$ cat config.mk
export PLATFORM = sky130hd
export DESIGN_NAME = cp_remover_flat
export DESIGN_NICKNAME = d
export VERILOG_FILES = /design/src/rtl/cp_remover_if.sv /design/src/rtl/cp_remover.sv /design/src/flat_wrapper.sv
export SDC_FILE = /design/constraint.sdc
export NUM_CORES = 1
export LEC_CHECK = 0
export CAP_MARGIN = 40
export CELL_PAD_IN_SITES_DETAIL_PLACEMENT = 0
export CELL_PAD_IN_SITES_GLOBAL_PLACEMENT = 1
export CORE_MARGIN = 2
export CORE_UTILIZATION = 40
export DETAILED_ROUTE_END_ITERATION = 10
export GPL_TIMING_DRIVEN = 1
export HOLD_SLACK_MARGIN = 0.08
export PLACE_DENSITY = 0.83
export SKIP_CTS_REPAIR_TIMING = 1
export SLEW_MARGIN = 15
export SYNTH_ARGS = -nofsm -noshare
export SYNTH_HDL_FRONTEND = slang
export SYNTH_SLANG_ARGS = --single-unit
$ cat constraint.sdc
create_clock -name clk -period 7.1 [get_ports clk]
set_clock_uncertainty 0.2 [all_clocks]
set_input_delay 0.71 -clock clk [delete_from_list [all_inputs] [get_ports clk]]
set_output_delay 0.71 -clock clk [all_outputs]
set_load 0.02 [all_outputs]
$ cat src/rtl/cp_remover_if.sv
// Stream bundle for the cyclic-prefix remover: CP+payload sample input on the
// s_* side, payload-only output with symbol markers on the m_* side.
interface cp_remover_if #(
  parameter int DATA_W = 32
);
  logic [DATA_W-1:0] s_data;
  logic              s_valid;
  logic              s_ready;
  logic [DATA_W-1:0] m_data;
  logic              m_valid;
  logic              m_ready;
  logic              m_sof;
  logic              m_eof;

  // The block itself.
  modport slave (
    input  s_data, s_valid, m_ready,
    output s_ready, m_data, m_valid, m_sof, m_eof
  );

  // Upstream source plus downstream sink, seen as one party.
  modport master (
    output s_data, s_valid, m_ready,
    input  s_ready, m_data, m_valid, m_sof, m_eof
  );
endinterface

$ cat src/rtl/cp_remover.sv
// Cyclic-prefix remover: drops cp_length prefix samples of each symbol and
// forwards the frame_length payload samples with start/end-of-symbol markers.
module cp_remover #(
  parameter int DATA_W = 32,
  parameter int LEN_W  = 6
) (
  input  logic             clk,
  input  logic             rst_n,
  cp_remover_if.slave      bus,
  input  logic [LEN_W-1:0] cp_length,
  input  logic [LEN_W-1:0] frame_length,
  output logic             cfg_error,
  output logic [15:0]      sym_count
);

  typedef enum logic [1:0] {
    IDLE,
    SKIP,
    PASS
  } state_t;

  state_t           state;
  logic [LEN_W-1:0] cp_l;
  logic [LEN_W-1:0] fr_l;
  logic [LEN_W-1:0] count;
  logic             in_beat;
  logic             cfg_ok;

  // NOTE: every signal assigned in always_comb gets a default first, so no
  // path leaves it unassigned and no latch is inferred.
  always_comb begin
    bus.s_ready = 1'b0;
    case (state)
      SKIP:    bus.s_ready = 1'b1;
      PASS:    bus.s_ready = !bus.m_valid || bus.m_ready;
      default: bus.s_ready = 1'b0;
    endcase
  end

  assign in_beat = bus.s_valid && bus.s_ready;
  assign cfg_ok  = (frame_length != '0) && (cp_length <= frame_length);

  // NOTE: all state is updated with non-blocking assignments in one clocked
  // process with asynchronous reset, so every register sees pre-edge values.
  always_ff @(posedge clk or negedge rst_n) begin
    if (!rst_n) begin
      state       <= IDLE;
      cp_l        <= '0;
      fr_l        <= '0;
      count       <= '0;
      bus.m_data  <= '0;
      bus.m_valid <= 1'b0;
      bus.m_sof   <= 1'b0;
      bus.m_eof   <= 1'b0;
      cfg_error   <= 1'b0;
      sym_count   <= '0;
    end else begin
      // A delivered sample empties the output register unless refilled below.
      if (bus.m_valid && bus.m_ready) begin
        bus.m_valid <= 1'b0;
      end

      case (state)
        IDLE: begin
          if (!cfg_ok) begin
            cfg_error <= 1'b1;
          end else begin
            cp_l  <= cp_length;
            fr_l  <= frame_length;
            count <= '0;
            state <= (cp_length != '0) ? SKIP : PASS;
          end
        end

        SKIP: begin
          if (in_beat) begin
            if (count == cp_l - LEN_W'(1)) begin
              count <= '0;
              state <= PASS;
            end else begin
              count <= count + LEN_W'(1);
            end
          end
        end

        PASS: begin
          if (in_beat) begin
            bus.m_data  <= bus.s_data;
            bus.m_valid <= 1'b1;
            bus.m_sof   <= (count == '0);
            bus.m_eof   <= (count == fr_l - LEN_W'(1));
            if (count == fr_l - LEN_W'(1)) begin
              count     <= '0;
              sym_count <= sym_count + 16'd1;
              state     <= IDLE;
            end else begin
              count <= count + LEN_W'(1);
            end
          end
        end

        default: state <= IDLE;
      endcase
    end
  end

endmodule

$ cat src/flat_wrapper.sv
// flat-port wrapper written by rule: the top's interface ports become plain ports
module cp_remover_flat 
#(
  parameter int DATA_W = 32,
  parameter int LEN_W  = 6
)
  (clk, rst_n, cp_length, frame_length, cfg_error, sym_count, bus_s_data, bus_s_valid, bus_m_ready, bus_s_ready, bus_m_data, bus_m_valid, bus_m_sof, bus_m_eof);
  cp_remover_if #(.DATA_W(DATA_W)) bus_i ();
  input  logic clk;
  input  logic rst_n;
  input  logic [LEN_W-1:0] cp_length;
  input  logic [LEN_W-1:0] frame_length;
  output logic cfg_error;
  output logic [15:0] sym_count;
  input wire logic [$bits(bus_i.s_data)-1:0] bus_s_data;
  input wire logic [$bits(bus_i.s_valid)-1:0] bus_s_valid;
  input wire logic [$bits(bus_i.m_ready)-1:0] bus_m_ready;
  output wire logic [$bits(bus_i.s_ready)-1:0] bus_s_ready;
  output wire logic [$bits(bus_i.m_data)-1:0] bus_m_data;
  output wire logic [$bits(bus_i.m_valid)-1:0] bus_m_valid;
  output wire logic [$bits(bus_i.m_sof)-1:0] bus_m_sof;
  output wire logic [$bits(bus_i.m_eof)-1:0] bus_m_eof;
  assign bus_i.s_data = bus_s_data;
  assign bus_i.s_valid = bus_s_valid;
  assign bus_i.m_ready = bus_m_ready;
  assign bus_s_ready = bus_i.s_ready;
  assign bus_m_data = bus_i.m_data;
  assign bus_m_valid = bus_i.m_valid;
  assign bus_m_sof = bus_i.m_sof;
  assign bus_m_eof = bus_i.m_eof;
  cp_remover #(.DATA_W(DATA_W), .LEN_W(LEN_W)) u_core (.clk(clk), .rst_n(rst_n), .bus(bus_i), .cp_length(cp_length), .frame_length(frame_length), .cfg_error(cfg_error), .sym_count(sym_count));
endmodule
* Word level (Yosys, flattened, before mapping)
Cells that the tools add are included.
** Word-level totals
- Output and inout bits :: 53
- Word-level logic and storage cells :: 58
- Input bits :: 48
- Register bits after elaboration :: 72
** Cells by class
- Add/subtract/negate cells :: 4
- Reduce and logical (&&, ||, !) cells :: 16
- Multiplexer cells :: 17
- $lt $le $gt $ge :: 1
- Eq/ne operators :: 9
- Bitwise operators :: 1
** Operator list (number)
- two-way mux 6 bit :: 5
- one-hot mux 6 bit (3 select lines) :: 1
- adder 16 x 1 -> 16 bit (second input constant) :: 1
- equality test 6 bit :: 2
- two-way mux 2 bit :: 6
- nonzero test 6 bit :: 2
- subtractor 6 x 1 -> 6 bit (second input constant) :: 2
- inequality test 2 x 1 -> 1 bit (second input constant) :: 5
- adder 6 x 1 -> 6 bit (second input constant) :: 1
- <= comparator 6 bit :: 1
- zero test 6 bit :: 1
- one-hot mux 2 bit (3 select lines) :: 1
- AND reduction 2 bit :: 3
- AND reduction 5 bit :: 1
- AND reduction 4 bit :: 1
- logical AND 1 bit :: 3
- two-way mux 1 bit :: 3
- AND reduction 3 bit :: 1
- nonzero test 3 bit :: 1
- equality test 2 x 1 -> 1 bit (second input constant) :: 1
- equality test 2 bit (second input constant) :: 1
- zero test 2 bit :: 1
- one-hot mux 1 bit (2 select lines) :: 1
- zero test 1 bit :: 1
- 2 further kinds :: 2

* Logic depth before layout (Yosys ltp)
Gate-level depths: netlist of the first run.
- Depth after elaboration :: 6
- Mapped depth :: 9
- Depth with buffers taken out :: 8

* Worst setup path before layout of the first run
OpenSTA, ideal clock, no wires.
- Path type :: input -> register
- Start :: input frame_length[5]
- End :: register u_core.cp_l[1]
- Setup slack :: 4.496 ns
- Arrival time :: 2.279 ns
- Cell stages on the path :: 9
- Buffers on the path :: 1
- Data required time :: 6.775 ns
- Library setup time :: 0.125 ns
- Path through :: inv_1 > ha_1 > nand4_1 > o21bai_1 > a31oi_1 > a21oi_1 > nand2_1 > buf_2 > mux2_2
** Between the ends
- Word-level cells in the longest chain between the ends :: 3
- Elaborated cells on any way between the ends :: 4
- Classes of those cells :: 1 x order compare; 3 x reduce/logical
** Ends and longest elaborated chain
- start, declared :: RTL line flat_wrapper.sv:12 : input logic [LEN_W-1:0] frame_length;
- <= comparator 6 bit or nonzero test 6 bit (tied branches) :: RTL line cp_remover.sv:41 : assign cfg_ok = (frame_length != '0) && (cp_length <= frame_length);
- logical AND 1 bit (*) :: RTL line cp_remover.sv:41
- AND reduction 2 bit (no line) (*)
- end signal, assigned :: RTL line cp_remover.sv:68 : cp_l <= cp_length;
- end, declared :: RTL line cp_remover.sv:23 : logic [LEN_W-1:0] cp_l;
Mark *: on every way between the ends. The rest lies on a longest branch, timed or not.
A chain may end at the register's enable or synchronous reset.

* Final worst setup path of the first run
- Start :: input frame_length[4]
- End :: register u_core.count[2]
** Between the ends
- Word-level cells in the longest chain between the ends :: 4
- Elaborated cells on any way between the ends :: 5
- Classes of those cells :: 1 x order compare; 1 x eq/ne; 3 x reduce/logical
** Ends and longest elaborated chain
- <= comparator 6 bit or nonzero test 6 bit (tied branches) :: RTL line cp_remover.sv:41
- logical AND 1 bit (*) :: RTL line cp_remover.sv:41
- inequality test 2 x 1 -> 1 bit (no line) (*)
- AND reduction 4 bit (no line) (*)
- end signal, assigned :: RTL line cp_remover.sv:81 : count <= count + LEN_W'(1);
- end signal, assigned :: RTL line cp_remover.sv:97 : count <= count + LEN_W'(1);
- end, declared :: RTL line cp_remover.sv:25 : logic [LEN_W-1:0] count;
Marked as above.

==> results of run 1 <==
==> stage by stage <==
stage / hold slack [ns] / total power, uW
after floorplan: 0.214 / 1120
after global placement: 0.275 / 1400
after detailed placement: 0.272 / 1430
after CTS: 0.193 / 1820
after global routing: 0.208 / 1910
final: 0.185 / 1800
==> flip-flops by register name, indices dropped and copies added (netlist names) <==
register and count:
u_core.bus.m_eof 1, u_core.cp_l 6, u_core.cfg_error 1, u_core.sym_count 16, u_core.state 2, u_core.count 6
u_core.bus.m_valid 1, u_core.bus.m_data 32, u_core.fr_l 6, u_core.bus.m_sof 1
==> worst register-to-register path, stage by stage (launching register included) <==
cell and delay, ns:
dfrtp_1 0.43, inv_1 0.08, ha_1 0.22, or3b_1 0.37
a211oi_2 0.29, o211ai_2 0.22, nor3_4 0.38, mux2_2 0.38
==> where the power goes <==
group          total [uW]  internal (uW)  leakage (uW)  switching [uW]
clock network         383            232      0.000113             151
logic                 781            392       0.00117             388
registers             633            539      0.000927            94.7
total                1800           1160       0.00221             634
==> cell type report <==
class	instances	area share
Sequential cell	72	0.360
Multi-Input combinational cell	211	0.341
Timing Repair Buffer	104	0.209
Tap cell	108	0.0270
Clock buffer	10	0.0255
Clock inverter	5	0.0213
Inverter	21	0.0158
==> cells by family (layout without fill, tap and decap cells) <==
family	count (synthesis)	after routing	synth area share
adders and majority gates	15	15	0.0517
xor gates and xnor gates	28	28	0.0697
and+or+nand+nor	85	85	0.133
muxes	45	45	0.139
buffers and inverters	29	140	0.0331
AOI/OAI and AO/OA	38	38	0.0776
DFF	72	72	0.497
==> worst paths after layout <==
check	from	endpoint	slack, ns	depth (start not counted)
worst max-delay path	frame_length[4]	u_core.count[2]	3.91	9
worst min-delay path	rst_n	u_core.sym_count[3]	0.19	2
worst max register to register	u_core.fr_l[0]	u_core.sym_count[1]	4.43	7
worst min register to register	u_core.sym_count[15]	u_core.sym_count[15]	0.29	1
max in group asynchronous	rst_n	u_core.bus.m_data[24]	5.95	3
min in group clk	u_core.sym_count[15]	u_core.sym_count[15]	0.29	1
==> cells in the final DEF, fill, tap and decap left out, types with 7 or more instances in the layout <==
| cell | instances |
|---|---|
| xnor2_1 | 22 |
| ha_1 | 15 |
| inv_1 | 20 |
| nor2_1 | 11 |
| nand3_1 | 13 |
| mux2_2 | 42 |
| a21oi_1 | 7 |
| clkbuf_8 | 9 |
| nand2_1 | 22 |
| nand4_1 | 7 |
| clkdlybuf4s50_1 | 99 |
| dfrtp_1 | 72 |
==> layer usage <==
layer | routed length [um] | part of all wire | GRT usage | vias to the layer above
met5 | 0 | 0 | 0 | -
met4 | 84 | 0.011 | 0.0569 | 0
met2 | 3790 | 0.48 | 0.267 | 77
met3 | 409 | 0.051 | 0.0344 | 8
met1 | 3690 | 0.46 | 0.233 | 1346
li1 | - | - | - | 1325
==> run summary, run 1 <==
Multi-input logic area -> 1710 um2
Die area -> 9850 um2
Dominant cells by area after synthesis -> dfrtp_1 50%, mux2_2 13%, xnor2_1 5.3%, ha_1 5.2%, nand2_1 2.3%
Vias -> 2756
Cell Area, Synth -> 3630 um2
Worst-skew pair later-pin latency -> 0.34 ns
Register area share after synthesis -> 0.497
Row count -> 34
Worst Max-Slew Pin Slew -> 0.849 ns
Max IR drop VDD -> 0.166 mV
Maxcap violations -> 0
Core Area -> 8760 um2
H-Tree Depth -> 3
Antenna Nets Post-Route -> 0
Synth Instances -> 312
Library cells used by synthesis -> 54
Maximum clock rate -> 0.313 GHz
Synth top area share -> 0.497
Initial Util -> 0.414
CTS buffer count -> 9
Seq cells post-synth -> 72
Fin crit period -> 3.19 ns
Slew Viols, Final -> 0
Slowest stage cell, crit path -> nor3_1
Placed Cells incl. Taps -> 516
PwrDens -> 360 nW/um2
Deepest clock path buffer count -> 2
P&R area growth vs syn -> 37.8%
Non-Filler Cell Area, Final -> 5000 um2
Post-Place Worst Slack -> 3.62 ns
Setup slack after layout -> 3.91 ns
Status -> completed
Leak -> 0.00221 uW
Die Y -> 99.2 um
Die Span X -> 99.2 um
CP arrival -> 3.23 ns
Setup crit end kind -> flop
Clock Sinks -> 72
Share of cells above drive strength 1 -> 0.177
Synth top cells by count -> 72 x dfrtp_1, 42 x mux2_2, 22 x nand2_1, 22 x xnor2_1, 20 x inv_1
YS warnings -> 0
Worst path max stage delay -> 0.74 ns
Final std cells w/o fill -> 531
Pre-Repair DR Iteration Count -> 4
FF+latch area -> 1800 um2
Most numerous cell in the Yosys netlist -> dfrtp_1
Util after Layout -> 0.570
Number of synthesized flops with an enable pin -> 0
CTS Root Cell -> clkbuf_8
N_diodes -> 0
IO Pins -> 101
DR vias/cell -> 5.19
Period utilisation layout -> 0.449
Crit path buffers/inverters -> 2
CP Launch Type -> primary input
Final Hold Viols -> 0
Grt total ovfl -> 0
Total track usage -> 0.169
CP max FO -> 8
Final wirelength -> 7970 um
Area leader, netlist -> dfrtp_1
Port Buffer Count -> 100
Vias in the first global route -> 2645
Tightest Hold Check Type -> primary input to async pin
Top FF cell, synth -> dfrtp_1
Global-route wire length before repair -> 13100 um
Largest net degree at the start of global routing -> 43
1st-iter DRT viols -> 93
DRC Markers -> 0
Fillers -> 753
Drt wl/cell -> 15.0 um
RSZ-0062 raised after global routing -> no
CTS tree -> done
Worst-path clk slew -> 0.08 ns
Top Family by Delay on Critical Path -> simple AND/OR/NAND/NOR gates
Slew headroom -> 0.429
Initial antenna violation count -> 0
FFs w/ async S/R, synth -> 1.00
DPL Wire Length -> 6150 um
CP Cell Sequence -> clkdlybuf4s50_1, inv_1, ha_1, nand4_1, a211oi_1, a311oi_1, nor3_1, o2111ai_1, o311ai_1
Nets -> 482
Final setup TNS -> 0 ns
DP Area -> 4760 um2
Syn Area/Cell -> 11.6 um2
CP Class -> primary input to flop
Setup-failing EPs final -> 0
Mapped Nets -> 375
WP data required -> 7.14 ns
Placer Congestion -> 0.763
Note: power is estimated with default switching activity, not from simulation.
==> run 2, diff against run 1 <==
CORE_UTILIZATION = 34   (was 40)
PLACE_DENSITY = 0.75   (was 0.83)
clock period = 2.6 ns   (was 7.1 ns; I/O delays follow)
==> run 2 against run 1 <==
  * Via count rose by 3.3%
  * Worst setup slack worse by 3.7 ns
  * Global-route usage shrank 0.44 points
  * Sequential share of layout area fell by 1.6 points
  * Wire length up 10%
  * Final area up 4.8%
  * Clock power is 140% higher
  * Die area up 17%
  * Flip-flop and latch count stayed put
  * Highest routed layer unchanged
  * Largest power group unchanged
==> run summary, run 2 (synthesis results as in run 1) <==
CP max FO -> 10
Hold Slack -> 0.238 ns
PwrDens -> 940 nW/um2
Nets -> 507
FF+latch area -> 1800 um2
CTS Root Cell -> clkbuf_8
Leak -> 0.00235 uW
Initial Util -> 0.351
Row count -> 37
Worst-path clk slew -> 0.09 ns
CTS buffer count -> 9
Setup-failing EPs final -> 0
H-Tree Depth -> 3
DRC Markers -> 0
Grt total ovfl -> 0
Initial antenna violation count -> 0
Final wirelength -> 8790 um
Maximum clock rate -> 0.411 GHz
Most common cell after layout, fill and taps aside -> clkdlybuf4s50_1
P&R area growth vs syn -> 44.3%
Placer Congestion -> 0.842
Period utilisation layout -> 0.936
Deepest clock path buffer count -> 2
Max IR drop VDD -> 0.399 mV
Worst-skew pair later-pin latency -> 0.35 ns
Slew Viols, Final -> 0
CTS tree -> done
DPL Wire Length -> 6800 um
Biggest regs -> u_core.bus.m_data x32, u_core.sym_count x16
Sw frac -> 0.372
Internal -> 3090 uW
IO Pins -> 101
Total track usage -> 0.164
Comb pwr share -> 0.465
Total chip power -> 4920 uW
WP data required -> 2.64 ns
Top reg by flops -> u_core.bus.m_data
Die Y -> 107 um
Tightest Hold Check Type -> primary input to async pin
Antenna Nets Post-Route -> 0
Clock power share -> 0.185
1st-iter DRT viols -> 130
Worst reg2reg setup slack -> 0.17 ns
Port Buffer Count -> 100
Commonest non-fill, non-tap cells in the layout -> 98 x clkdlybuf4s50_1, 72 x dfrtp_1, 42 x mux2_2
NetSw -> 1830 uW
Largest net degree at the start of global routing -> 48
RSZ-0062 raised after global routing -> no
CP arrival -> 2.47 ns
Worst Max-Slew Pin Slew -> 0.601 ns
Status -> completed
Global-route wire length before repair -> 14700 um
Core Area -> 10300 um2
Vias in the first global route -> 2929
Drt wl/cell -> 15.0 um
Vias -> 2848
Maxcap violations -> 0
Fin crit period -> 2.43 ns
Clock Sinks -> 72
Die Span X -> 107 um
N_diodes -> 0
Multi-input logic area -> 1730 um2
CP Class -> flop to flop
Fillers -> 904
Flop pwr share -> 0.349
Setup crit end kind -> flop
Slew headroom -> 0.600
Largest register FFs -> 32
Die area -> 11500 um2
Pre-Repair DR Iteration Count -> 4
CP Launch Type -> flop
Final Hold Viols -> 0
Share of cells above drive strength 1 -> 0.234
DR vias/cell -> 4.87
==> run 2: cell types whose count changed in the layout (fill, tap and decap cells not counted), sizes merged, moves of 2 or more <==
cell,before,now
buf,5,29
bufinv,3,1
clkinv,1,3
inv,21,23
==> run 2: worst paths after layout <==
kind / from / endpoint / cells after the start
max reg2reg: u_core.fr_l[0] / u_core.sym_count[1] / 8
min reg2reg: u_core.sym_count[15] / u_core.sym_count[15] / 1
max in group asynchronous: rst_n / u_core.bus.m_data[8] / 3
max: u_core.fr_l[0] / u_core.sym_count[1] / 8
min in group clk: u_core.sym_count[15] / u_core.sym_count[15] / 1
min: rst_n / u_core.bus.m_data[17] / 2
==> run 2: area by class of cell <==
type                       count  share of cell area
sequential                    72               0.344
inverter                      21              0.0151
clock buffer                   9              0.0237
multi-input combinational    211               0.330
clock inverter                 7              0.0153
tap                          136              0.0325
timing repair buffer         129               0.240
==> run 2: worst max-delay path, stage by stage, from the launching register on <==
cell	delay [ns]
dfrtp_1	0.38
inv_1	0.09
ha_4	0.16
or3b_1	0.36
a211oi_2	0.25
o211ai_2	0.19
nor3_4	0.23
buf_12	0.15
mux2_2	0.32
==> run 2: power groups by stage <==
stage	combinational, uW	clock, uW	sequential, uW
after floorplan	1060	0	1990
after global placement	2240	0	1720
after detailed placement	2270	0	1740
after CTS	2280	941	1720
after global routing	2490	999	1770
final	2290	913	1720
==> run 2: metal layers <==
metal	track usage	vias up	part of all wire
met4	0.0538	0	0.018
met5	0	-	0
met3	0.0375	15	0.042
met1	0.210	1398	0.44
li1	-	1367	-
met2	0.275	68	0.49
==> run 2: stage by stage <==
stage | cells | area, um2 | TNS (ns) | utilization | worst slack, ns
floorplan | 312 | 3630 | 0 | - | 0.192
global placement | 566 | 4970 | -1.18 | 0.482 | -0.249
detailed placement | 566 | 4970 | -1.69 | 0.482 | -0.289
CTS | 582 | 5180 | -0.0220 | 0.502 | -0.0183
global route | 585 | 5240 | 0 | 0.507 | 0.000282
finish | 585 | 5240 | 0 | 0.507 | 0.166
